===== config.mk =====
export PLATFORM = sky130hd
export DESIGN_NAME = uart_tx_sequencer_flat
export DESIGN_NICKNAME = d
export VERILOG_FILES = /design/src/rtl/uart_tx_sequencer_if.sv /design/src/rtl/uart_tx_sequencer.sv /design/src/flat_wrapper.sv
export SDC_FILE = /design/constraint.sdc
export NUM_CORES = 1
export LEC_CHECK = 0
export ABC_AREA = 1
export CORE_UTILIZATION = 45
export DETAILED_ROUTE_END_ITERATION = 6
export PLACE_DENSITY_LB_ADDON = 0.1
export SKIP_CTS_REPAIR_TIMING = 1
export SYNTH_ARGS = -nofsm -noshare
export SYNTH_HDL_FRONTEND = slang
export SYNTH_SLANG_ARGS = --single-unit

===== constraint.sdc =====
create_clock -name clk -period 2.8 [get_ports clk]
set_input_delay 0.56 -clock clk [delete_from_list [all_inputs] [get_ports clk]]
set_output_delay 0.56 -clock clk [all_outputs]
set_load 0.05 [all_outputs]

===== src/rtl/uart_tx_sequencer_if.sv =====
// uart_tx_sequencer_if: byte handshake plus serial and status lines of the UART transmitter.
interface uart_tx_sequencer_if #(
  parameter int DATA_W = 8
);
  logic              tx_valid;
  logic [DATA_W-1:0] tx_data;
  logic              tx_ready;
  logic              tx;
  logic              busy;
  logic              bit_tick;
  modport master (output tx_valid, tx_data, input tx_ready, tx, busy, bit_tick);
  modport slave (input tx_valid, tx_data, output tx_ready, tx, busy, bit_tick);
endinterface


===== src/rtl/uart_tx_sequencer.sv =====
// uart_tx_sequencer: 8N1 UART transmitter that owns and sequences its bit-period divider.
// Define UART_TX_PARITY_EN to insert an even-parity bit between the data and stop bits.
module uart_tx_sequencer #(
  parameter int CLK_DIV = 10000,
  parameter int CNT_W   = 15,
  parameter int DATA_W  = 8
) (
  input logic                clk,
  input logic                reset,
  uart_tx_sequencer_if.slave bus
);
  localparam logic [CNT_W-1:0] PRE = CNT_W'(CLK_DIV - 2);
  localparam int IDX_W = ($clog2(DATA_W) > 0) ? $clog2(DATA_W) : 1;
  localparam logic [IDX_W-1:0] IDX_LAST = IDX_W'(DATA_W - 1);
`ifdef UART_TX_PARITY_EN
  typedef enum logic [2:0] {IDLE, START, DATA, PARITY, STOP} state_t;
  logic par_q;
`else
  typedef enum logic [1:0] {IDLE, START, DATA, STOP} state_t;
`endif
  state_t            state_q;
  logic [CNT_W-1:0]  cnt_q, cnt_d;
  logic [IDX_W-1:0]  idx_q;
  logic [DATA_W-1:0] sh_q;
  logic              tx_q, ready_q, busy_q, tick_q;
  if (CLK_DIV < 2 || CLK_DIV > (1 << CNT_W) - 1) begin : g_bad_div
    $error("uart_tx_sequencer: CLK_DIV %0d outside 2..2^CNT_W-1", CLK_DIV);
  end
  always_comb cnt_d = (state_q == IDLE || tick_q) ? '0 : cnt_q + 1'b1;
  // tick_q is registered one cycle early so it is high exactly while cnt_q == CLK_DIV-1
  always_ff @(posedge clk) begin
    if (reset) begin
      state_q <= IDLE;
      cnt_q   <= '0;
      idx_q   <= '0;
      sh_q    <= '0;
      tx_q    <= 1'b1;
      ready_q <= 1'b1;
      busy_q  <= 1'b0;
      tick_q  <= 1'b0;
`ifdef UART_TX_PARITY_EN
      par_q   <= 1'b0;
`endif
    end else begin
      cnt_q  <= cnt_d;
      tick_q <= state_q != IDLE && cnt_q == PRE;
      case (state_q)
        IDLE: if (bus.tx_valid) begin
          state_q <= START;
          sh_q    <= bus.tx_data;
          idx_q   <= '0;
          tx_q    <= 1'b0;
          ready_q <= 1'b0;
          busy_q  <= 1'b1;
`ifdef UART_TX_PARITY_EN
          par_q   <= ^bus.tx_data;
`endif
        end
        START: if (tick_q) begin
          state_q <= DATA;
          tx_q    <= sh_q[0];
        end
        DATA: if (tick_q) begin
          sh_q  <= sh_q >> 1;
          idx_q <= idx_q + 1'b1;
          if (idx_q == IDX_LAST) begin
`ifdef UART_TX_PARITY_EN
            state_q <= PARITY;
            tx_q    <= par_q;
`else
            state_q <= STOP;
            tx_q    <= 1'b1;
`endif
          end else begin
            tx_q <= sh_q[1];
          end
        end
`ifdef UART_TX_PARITY_EN
        PARITY: if (tick_q) begin
          state_q <= STOP;
          tx_q    <= 1'b1;
        end
`endif
        STOP: if (tick_q) begin
          state_q <= IDLE;
          ready_q <= 1'b1;
          busy_q  <= 1'b0;
        end
        default: state_q <= IDLE;
      endcase
    end
  end
  assign bus.tx       = tx_q;
  assign bus.tx_ready = ready_q;
  assign bus.busy     = busy_q;
  assign bus.bit_tick = tick_q;
endmodule


===== src/flat_wrapper.sv =====
// flat-port wrapper written by rule: the top's interface ports become plain ports
module uart_tx_sequencer_flat 
#(
  parameter int CLK_DIV = 10000,
  parameter int CNT_W   = 15,
  parameter int DATA_W  = 8
)
  (clk, reset, bus_tx_valid, bus_tx_data, bus_tx_ready, bus_tx, bus_busy, bus_bit_tick);
  uart_tx_sequencer_if #(.DATA_W(DATA_W)) bus_i ();
  input logic clk;
  input logic reset;
  input wire logic [$bits(bus_i.tx_valid)-1:0] bus_tx_valid;
  input wire logic [$bits(bus_i.tx_data)-1:0] bus_tx_data;
  output wire logic [$bits(bus_i.tx_ready)-1:0] bus_tx_ready;
  output wire logic [$bits(bus_i.tx)-1:0] bus_tx;
  output wire logic [$bits(bus_i.busy)-1:0] bus_busy;
  output wire logic [$bits(bus_i.bit_tick)-1:0] bus_bit_tick;
  assign bus_i.tx_valid = bus_tx_valid;
  assign bus_i.tx_data = bus_tx_data;
  assign bus_tx_ready = bus_i.tx_ready;
  assign bus_tx = bus_i.tx;
  assign bus_busy = bus_i.busy;
  assign bus_bit_tick = bus_i.bit_tick;
  uart_tx_sequencer #(.CLK_DIV(CLK_DIV), .CNT_W(CNT_W), .DATA_W(DATA_W)) u_core (.clk(clk), .reset(reset), .bus(bus_i));
endmodule

# --- Word level (Yosys, flattened, before mapping) ---
# Index checks and enable logic that the tools add are counted.
classes:
  n_reduce_logical: 12
  eq_ne: 10
  add_sub_neg: 2
  muxes: 22
ops:
  columns: ["cell", "count"]
  rows:
  - ["$mux W8", 2]
  - ["$pmux W8 S2", 1]
  - ["$add A15 B1 Y15 const B", 1]
  - ["$eq A15 B14 Y1 const B", 1]
  - ["$mux W2", 5]
  - ["$ne A2 B1 Y1 const B", 4]
  - ["$pmux W2 S4", 1]
  - ["$mux W1", 7]
  - ["$mux W3", 2]
  - ["$pmux W3 S2", 1]
  - ["$reduce_and A3 Y1", 2]
  - ["$reduce_bool A2 Y1", 3]
  - ["$reduce_and A5 Y1", 1]
  - ["$eq A2 B2 Y1 const B", 2]
  - ["$pmux W1 S2", 2]
  - ["$reduce_and A4 Y1", 1]
  - ["$add A3 B1 Y3 const B", 1]
  - ["$eq A3 B3 Y1 const B", 1]
  - ["$pmux W1 S3", 1]
  - ["$reduce_bool A3 Y1", 1]
  - ["$eq A2 B1 Y1 const B", 1]
  - ["$logic_not A2 Y1", 1]
  - ["$ne A2 B2 Y1 const B", 1]
  - ["$reduce_or A2 Y1", 1]
  - ["2 further kinds", 2]
word_totals:
  output_inout_bits: 4
  elab_cells: 54
  inputBits: 11
  register_bits: 32

# --- Longest topological paths before layout ---
# Gate-level depths: netlist (run 1).
logic_depth:
  depth_word: 4
  mapped_depth: 10
  depth_no_buf: 9

# --- Worst setup path before layout (run 1) ---
# Ideal clock, no wire load.
synth_timing:
  path_kind: "reg2reg"
  startpoint: "reg u_core.state_q[0]"
  endpoint: "reg u_core.sh_q[1]"
  synth_period_minus_slack_ns: 1.457
  arrival_time_ns: 1.341
  required_ns: 2.684
  n_path_buf: 1
  setup_ns: 0.116
  stages_incl_launch_ff: 10
  setup_slack_ns: 1.343
  cell_sequence: "dfxtp_1 > inv_1 > ha_1 > nor2_1 > nor2_4 > nand2_4 > inv_2 > buf_6 > nor2_1 > nor2_1"
synth_between:
  elab_chain_len: 3
  word_cells_on_any_way: 7
  classes_between: "eq/ne: 3; mux: 1; reduce/logical: 3"
synth_lines:
  columns: ["element", "line", "rtl"]
  rows:
  - ["start, declared", "uart_tx_sequencer.sv:21", "state_t state_q;"]
  - ["start signal, assigned", "uart_tx_sequencer.sv:33", "state_q <= IDLE;"]
  - ["start signal, assigned", "uart_tx_sequencer.sv:49", "state_q <= START;"]
  - ["start signal, assigned", "uart_tx_sequencer.sv:60", "state_q <= DATA;"]
  - ["$eq A2 B2 Y1 / $logic_not A2 Y1 (equally long branches)", "uart_tx_sequencer.sv:47", "case (state_q)"]
  - ["$ne A2 B1 Y1 (no line) (tied with other cells)", null, null]
  - ["$reduce_and A3 Y1 (no line)", null, null]
  - ["end signal, assigned", "uart_tx_sequencer.sv:50", "sh_q <= bus.tx_data;"]
  - ["end signal, assigned", "uart_tx_sequencer.sv:64", "sh_q <= sh_q >> 1;"]
  - ["end, declared", "uart_tx_sequencer.sv:24", "logic [DATA_W-1:0] sh_q;"]
# Parallel ways exist; a longest one is shown, timed or not.
# A chain may end at the register's enable or synchronous reset.

# --- Final worst setup path (run 1) ---
layout_timing:
  startpoint: "reg u_core.tick_q, in the netlist u_core.bus.bit_tick"
  endpoint: "out bus_bit_tick"
layout_rtl:
  columns: ["element", "line", "rtl"]
  rows:
  - ["start, declared", "uart_tx_sequencer.sv:25", "logic tx_q, ready_q, busy_q, tick_q;"]
  - ["start signal, assigned", "uart_tx_sequencer.sv:40", "tick_q <= 1'b0;"]
  - ["start signal, assigned", "uart_tx_sequencer.sv:46", "tick_q <= state_q != IDLE && cnt_q == PRE;"]
  - ["end, declared", "flat_wrapper.sv:17", "output wire logic [$bits(bus_i.bit_tick)-1:0] bus_bit_tick;"]
# No word-level cell between the ends.

==> impl_metrics.env, run 1 <==
export IMPL_status="finished, final reports clean"
export IMPL_fmax_mhz=479.4
export IMPL_syn_num_nets=282
export IMPL_yosysSeqAreaShare_pct=37.65
export IMPL_syn_inst=261
export IMPL_first_global_vias=1450
export IMPL_cts_made_buffers=5
export IMPL_antennaDiodeCount=0
export IMPL_hold_viol=0
export IMPL_worstPathArrival_ns=1.53
export IMPL_setup_violations=0
export IMPL_worstSetupPathType="flop to primary output"
export IMPL_antenna_found_initial=0
export IMPL_synthFlopType="dfxtp_1"
export IMPL_rr_endpoint="u_core.sh_q[1]$_SDFFE_PP0P_"
export IMPL_io_pins=15
export IMPL_drv_slew=0
export IMPL_period_minus_slack_ns=2.086
export IMPL_netlist_cell_type_count=22
export IMPL_synth_common_cells="nand2_1, nor2_1, dfxtp_1, inv_1, nand3_1"
export IMPL_peakVddDrop_v=0.0002905
export IMPL_area_growth_syn_to_layout_pct=15.44
export IMPL_synth_largest_area_cell="dfxtp_1"
export IMPL_synth_area_sq_um=1702
export IMPL_route_final_wire_length_mm=3.214
export IMPL_crit_path_end="bus_bit_tick"
export IMPL_tns_ns=0
export IMPL_slowest_delay_ns=0.83
export IMPL_finalWeightedCongestion=0.8479
export IMPL_post_route_period_util_pct=74.49
export IMPL_power_mw=1.583
export IMPL_tightestPinTransition_ns=0.4891
export IMPL_cap_viol_max_count=0
export IMPL_io_buffers=14
export IMPL_rr_worst_depth=9
export IMPL_fillers=366
export IMPL_grt_max_degree=16
export IMPL_crit_family="buffers and inverters"
export IMPL_cts_htree_levels=2
export IMPL_slowest_stage="clkdlybuf4s50_1"
export IMPL_tritoncts="built"
export IMPL_drc=0
export IMPL_crit_cells=1
export IMPL_cts_clk_slew_worst_paths_ns=0.07
export IMPL_min_path_type="flop to flop"
export IMPL_die_area_sq_um=4032
export IMPL_crit_required_ns=2.24
export IMPL_cp_startpoint="u_core.bus.bit_tick$_SDFF_PP0_"
export IMPL_stdcell_count=326
export IMPL_rsz0062_at_grt="no"
export IMPL_synth_edf_count=0
export IMPL_track_usage_pct=18.43
export IMPL_drive_above_1_share_pct=5.000
export IMPL_grt_overflow_total=0
export IMPL_yosysMostFrequentCell="nand2_1"
export IMPL_whs_ns=0.4644
export IMPL_avgSynthCellArea_sq_um=6.520
export IMPL_cts_max_path_buffers=2
export IMPL_leakage_nw=0.8712
export IMPL_drt_first_pass_iters=4
export IMPL_cp_end_kind="primary output"
export IMPL_fp_coreArea_sq_um=3468
export IMPL_rr_startpoint="u_core.state_q[0]$_SDFFE_PP0P_"
export IMPL_start_util_pct=49.06
export IMPL_slew_limit_headroom_pct=67.29
export IMPL_ant_nets=0
export IMPL_cts_sinks=32
export IMPL_critPathBufInv=1
export IMPL_async_reset_ff_share_pct=0
export IMPL_ys_ff_latch=32
export IMPL_critPathLaunchType="flop"
export IMPL_power_density_nw_per_um2=805.9
export IMPL_drt_iter0_drc=110
export IMPL_rows=21
export IMPL_dp_cells=319
export IMPL_hpwlAfterDp_mm=2.328
export IMPL_grt_pass1_wl_mm=5.823
export IMPL_chipHeight_um=63.50
export IMPL_fin_skew_ns=0.005447
export IMPL_place_area_sq_um=1887
export IMPL_crit_chain="clkdlybuf4s50_1"
export IMPL_r2r_slack_ns=0.98
export IMPL_synth_top_area_share_pct=37.65
export IMPL_cts_root_buffer="clkbuf_8"
export IMPL_viasPerCell=4.712
export IMPL_crit_fanout=4
export IMPL_die_w_um=63.50
export IMPL_yosysWarningCount=0
export IMPL_vias=1536
export IMPL_synthTopCellsByArea="dfxtp_1, nand2_1, nor2_1, ha_1, inv_1"
export IMPL_final_area_sq_um=1964
export IMPL_nNetsFinal=301
export IMPL_clk_latency_ns=0.29
export IMPL_routedWlPerCell_um=9.859
==> kinds of logic (layout without fill, tap and decap cells) <==
family | Yosys count | after routing | synth area share, %
and+or+nand+nor | 163 | 163 | 40.22
buffers and inverters | 36 | 55 | 8.455
DFF | 32 | 32 | 37.65
AOI/OAI and AO/OA | 18 | 18 | 5.294
adders and majority gates | 10 | 10 | 7.353
xor gates and xnor gates | 2 | 2 | 1.030
==> flip-flops by register name (all words and copies together) (netlist names) <==
register             cells
u_core.idx_q             3
u_core.state_q           2
u_core.bus.busy          1
u_core.bus.bit_tick      1
u_core.sh_q              8
u_core.cnt_q            15
u_core.bus.tx_ready      1
u_core.bus.tx            1
==> cells in the final DEF (no fill, tap or decap), drive strengths merged <==
cell,netlist,routed
clkinv,1,2
nand3,19,19
nor3,2,2
dfxtp,32,32
xnor2,1,1
nand2,72,72
nand4,6,6
nand3b,1,1
xor2,1,1
buf,2,1
clkdlybuf4s50,0,14
o21ai,12,12
clkbuf,1,6
ha,10,10
nor2,62,62
or2,1,1
inv,32,32
a21oi,6,6
==> per-stage QoR <==
stage	setup slack, ns	util [%]
floorplan	1.343	-
global placement	0.8139	54.40
detailed placement	0.7736	54.40
CTS	0.7052	56.64
global route	0.6852	56.64
finish	0.7142	56.64
==> worst min-delay path by stage <==
stage | startpoint | end | slack (ns) | depth (start not counted)
after floorplan | u_core.cnt_q[0]$_SDFF_PP0_ | u_core.cnt_q[0]$_SDFF_PP0_ | 0.43 | 1
after global placement | u_core.bus.tx_ready$_SDFFE_PP1P_ | u_core.bus.tx_ready$_SDFFE_PP1P_ | 0.45 | 2
after detailed placement | u_core.bus.tx_ready$_SDFFE_PP1P_ | u_core.bus.tx_ready$_SDFFE_PP1P_ | 0.45 | 2
after CTS | u_core.bus.tx_ready$_SDFFE_PP1P_ | u_core.bus.tx_ready$_SDFFE_PP1P_ | 0.47 | 2
after global routing | u_core.bus.tx_ready$_SDFFE_PP1P_ | u_core.bus.tx_ready$_SDFFE_PP1P_ | 0.50 | 2
final | u_core.bus.tx_ready$_SDFFE_PP1P_ | u_core.bus.tx_ready$_SDFFE_PP1P_ | 0.46 | 2
==> cell type report <==
type | count | area, sq um | area share (%)
clock inverters | 1 | 5.005 | 0.2548
flip-flops and latches | 32 | 640.6 | 32.61
clock buffers | 6 | 72.57 | 3.694
inverters | 33 | 123.9 | 6.306
multi-input cells | 193 | 917.1 | 46.69
repair buffers | 15 | 147.6 | 7.516
well taps | 46 | 57.56 | 2.930
==> where the power goes <==
part | switching, mW | internal [mW] | leakage [nW] | total [mW]
Clock | 0.165 | 0.169 | 0.0410 | 0.333
Sequential | 0.0590 | 0.549 | 0.262 | 0.608
Combinational | 0.421 | 0.221 | 0.568 | 0.642
==> metal layers <==
metal,part of all wire (%),GRT usage (%)
met5,0,0
met4,2.3,10.23
met1,49,20.58
met3,2.6,4.348
met2,46,31.78
Power figures use the tool's default switching activity.
==> run 2, diff against run 1 <==
Clock period 2.8 ns to 1.9 ns, I/O delays scaled along.
==> run 2 against run 1 <==
Net effect:
- global-route usage increased by 0.65 points
- highest routed layer unchanged
- core utilization is 1.0 points higher
- largest power group unchanged
- first-iteration DRC count unchanged
==> impl_metrics.env, run 2 (synthesized netlist as in run 1, its figures left out) <==
export IMPL_viasPerCell=4.639
export IMPL_cts_root_buffer="clkbuf_8"
export IMPL_hold_end="u_core.cnt_q[0]$_SDFF_PP0_"
export IMPL_final_common_cell="nand2_1"
export IMPL_ff_latch_area_sq_um=640.6
export IMPL_worstSetupPathType="flop to primary output"
export IMPL_drc=0
export IMPL_fillers=350
export IMPL_largest_register="u_core.cnt_q"
export IMPL_vias=1531
export IMPL_r2r_slack_ns=0.31
export IMPL_first_global_vias=1419
export IMPL_power_mw=2.418
export IMPL_cts_clk_slew_worst_paths_ns=0.07
export IMPL_rr_worst_depth=8
export IMPL_peakVddDrop_v=0.0006690
export IMPL_critPathBufInv=1
export IMPL_tritoncts="built"
export IMPL_chipHeight_um=63.50
export IMPL_final_area_sq_um=1999
export IMPL_cap_viol_max_count=0
export IMPL_antenna_found_initial=0
export IMPL_die_w_um=63.50
export IMPL_track_usage_pct=19.07
export IMPL_place_area_sq_um=1907
export IMPL_routedWlPerCell_um=9.800
export IMPL_min_path_type="flop to flop"
export IMPL_min_delay_path_depth=1
export IMPL_period_minus_slack_ns=1.803
export IMPL_cts_max_path_buffers=2
export IMPL_route_final_wire_length_mm=3.234
export IMPL_power_density_nw_per_um2=1209
export IMPL_rr_startpoint="u_core.state_q[0]$_SDFFE_PP0P_"
export IMPL_top_regs="u_core.cnt_q (15), u_core.sh_q (8), u_core.idx_q (3)"
export IMPL_stdcell_count=330
export IMPL_hold_viol=0
export IMPL_rsz0062_at_grt="no"
export IMPL_grt_overflow_total=0
export IMPL_cp_end_kind="primary output"
export IMPL_grt_max_degree=16
export IMPL_dp_cells=322
export IMPL_worstPathArrival_ns=1.42
export IMPL_grt_pass1_wl_mm=5.961
export IMPL_tns_ns=0
export IMPL_fmax_mhz=554.6
export IMPL_fin_skew_ns=0.009219
export IMPL_finalWeightedCongestion=0.7748
export IMPL_setup_violations=0
export IMPL_cts_sinks=32
export IMPL_drt_iter0_drc=110
export IMPL_rr_endpoint="u_core.sh_q[2]$_SDFFE_PP0P_"
export IMPL_nNetsFinal=304
export IMPL_fp_coreArea_sq_um=3468
export IMPL_slowest_stage="clkdlybuf4s50_1"
export IMPL_drive_above_1_share_pct=7.042
export IMPL_drv_slew=0
export IMPL_post_route_period_util_pct=94.90
export IMPL_crit_fanout=2
export IMPL_mostFrequentLayoutCells="nand2_1, nor2_1, dfxtp_1"
export IMPL_io_buffers=14
export IMPL_io_pins=15
export IMPL_multi_input_area_sq_um=917.1
export IMPL_cts_made_buffers=5
export IMPL_status="finished, final reports clean"
export IMPL_cts_htree_levels=2
export IMPL_ant_nets=0
export IMPL_hpwlAfterDp_mm=2.355
export IMPL_min_from="u_core.cnt_q[0]$_SDFF_PP0_"
export IMPL_largest_reg_flops=15
export IMPL_drt_first_pass_iters=5
export IMPL_leakage_nw=0.8972
export IMPL_area_growth_syn_to_layout_pct=17.50
export IMPL_start_util_pct=49.06
export IMPL_critPathLaunchType="flop"
export IMPL_crit_required_ns=1.52
export IMPL_antennaDiodeCount=0
export IMPL_tightestPinTransition_ns=0.4885
export IMPL_die_area_sq_um=4032
export IMPL_crit_family="buffers and inverters"
export IMPL_slew_limit_headroom_pct=67.33
export IMPL_clk_latency_ns=0.29
export IMPL_slowest_delay_ns=0.80
export IMPL_rows=21
export IMPL_crit_chain="clkdlybuf4s50_1"
==> run 2: report_power, final <==
part	leakage, nW	switching, mW	internal, mW
combinational	0.584	0.623	0.350
sequential	0.262	0.0868	0.809
clock	0.0510	0.261	0.289
==> run 2: worst max path at each step <==
stage / from / to / cells after the start
3_3_place_gp: reset / u_core.cnt_q[3]$_SDFF_PP0_ / 6
4_1_cts: u_core.bus.tx_ready$_SDFFE_PP1P_ / bus_tx_ready / 1
6_report: u_core.bus.tx_ready$_SDFFE_PP1P_ / bus_tx_ready / 1
5_1_grt: u_core.bus.tx_ready$_SDFFE_PP1P_ / bus_tx_ready / 1
3_5_place_dp: reset / u_core.cnt_q[5]$_SDFF_PP0_ / 6
2_1_floorplan: u_core.state_q[0]$_SDFFE_PP0P_ / u_core.sh_q[1]$_SDFFE_PP0P_ / 9
==> run 2: layout make-up <==
cell class | count | share of cell area, %
inverters | 33 | 6.195
repair buffers | 18 | 8.385
well taps | 46 | 2.879
clock buffers | 6 | 4.130
clock inverters | 2 | 0.5006
flip-flops and latches | 32 | 32.04
multi-input cells | 193 | 45.87
==> run 2: routing by layer <==
| metal | track usage (%) | wire [um] |
|---|---|---|
| met1 | 21.79 | 1571 |
| met2 | 31.65 | 1511 |
| met3 | 5.978 | 103 |
| met4 | 9.659 | 48 |
| met5 | 0 | 0 |
==> run 2: stage by stage <==
step	setup slack (ns)	hold slack, ns	utilization [%]
floorplan	0.4429	0.4297	-
global placement	0.2637	0.4474	54.98
detailed placement	0.2650	0.4497	54.98
CTS	0.09239	0.4669	57.65
global route	0.06113	0.4902	57.65
finish	0.09699	0.4660	57.65
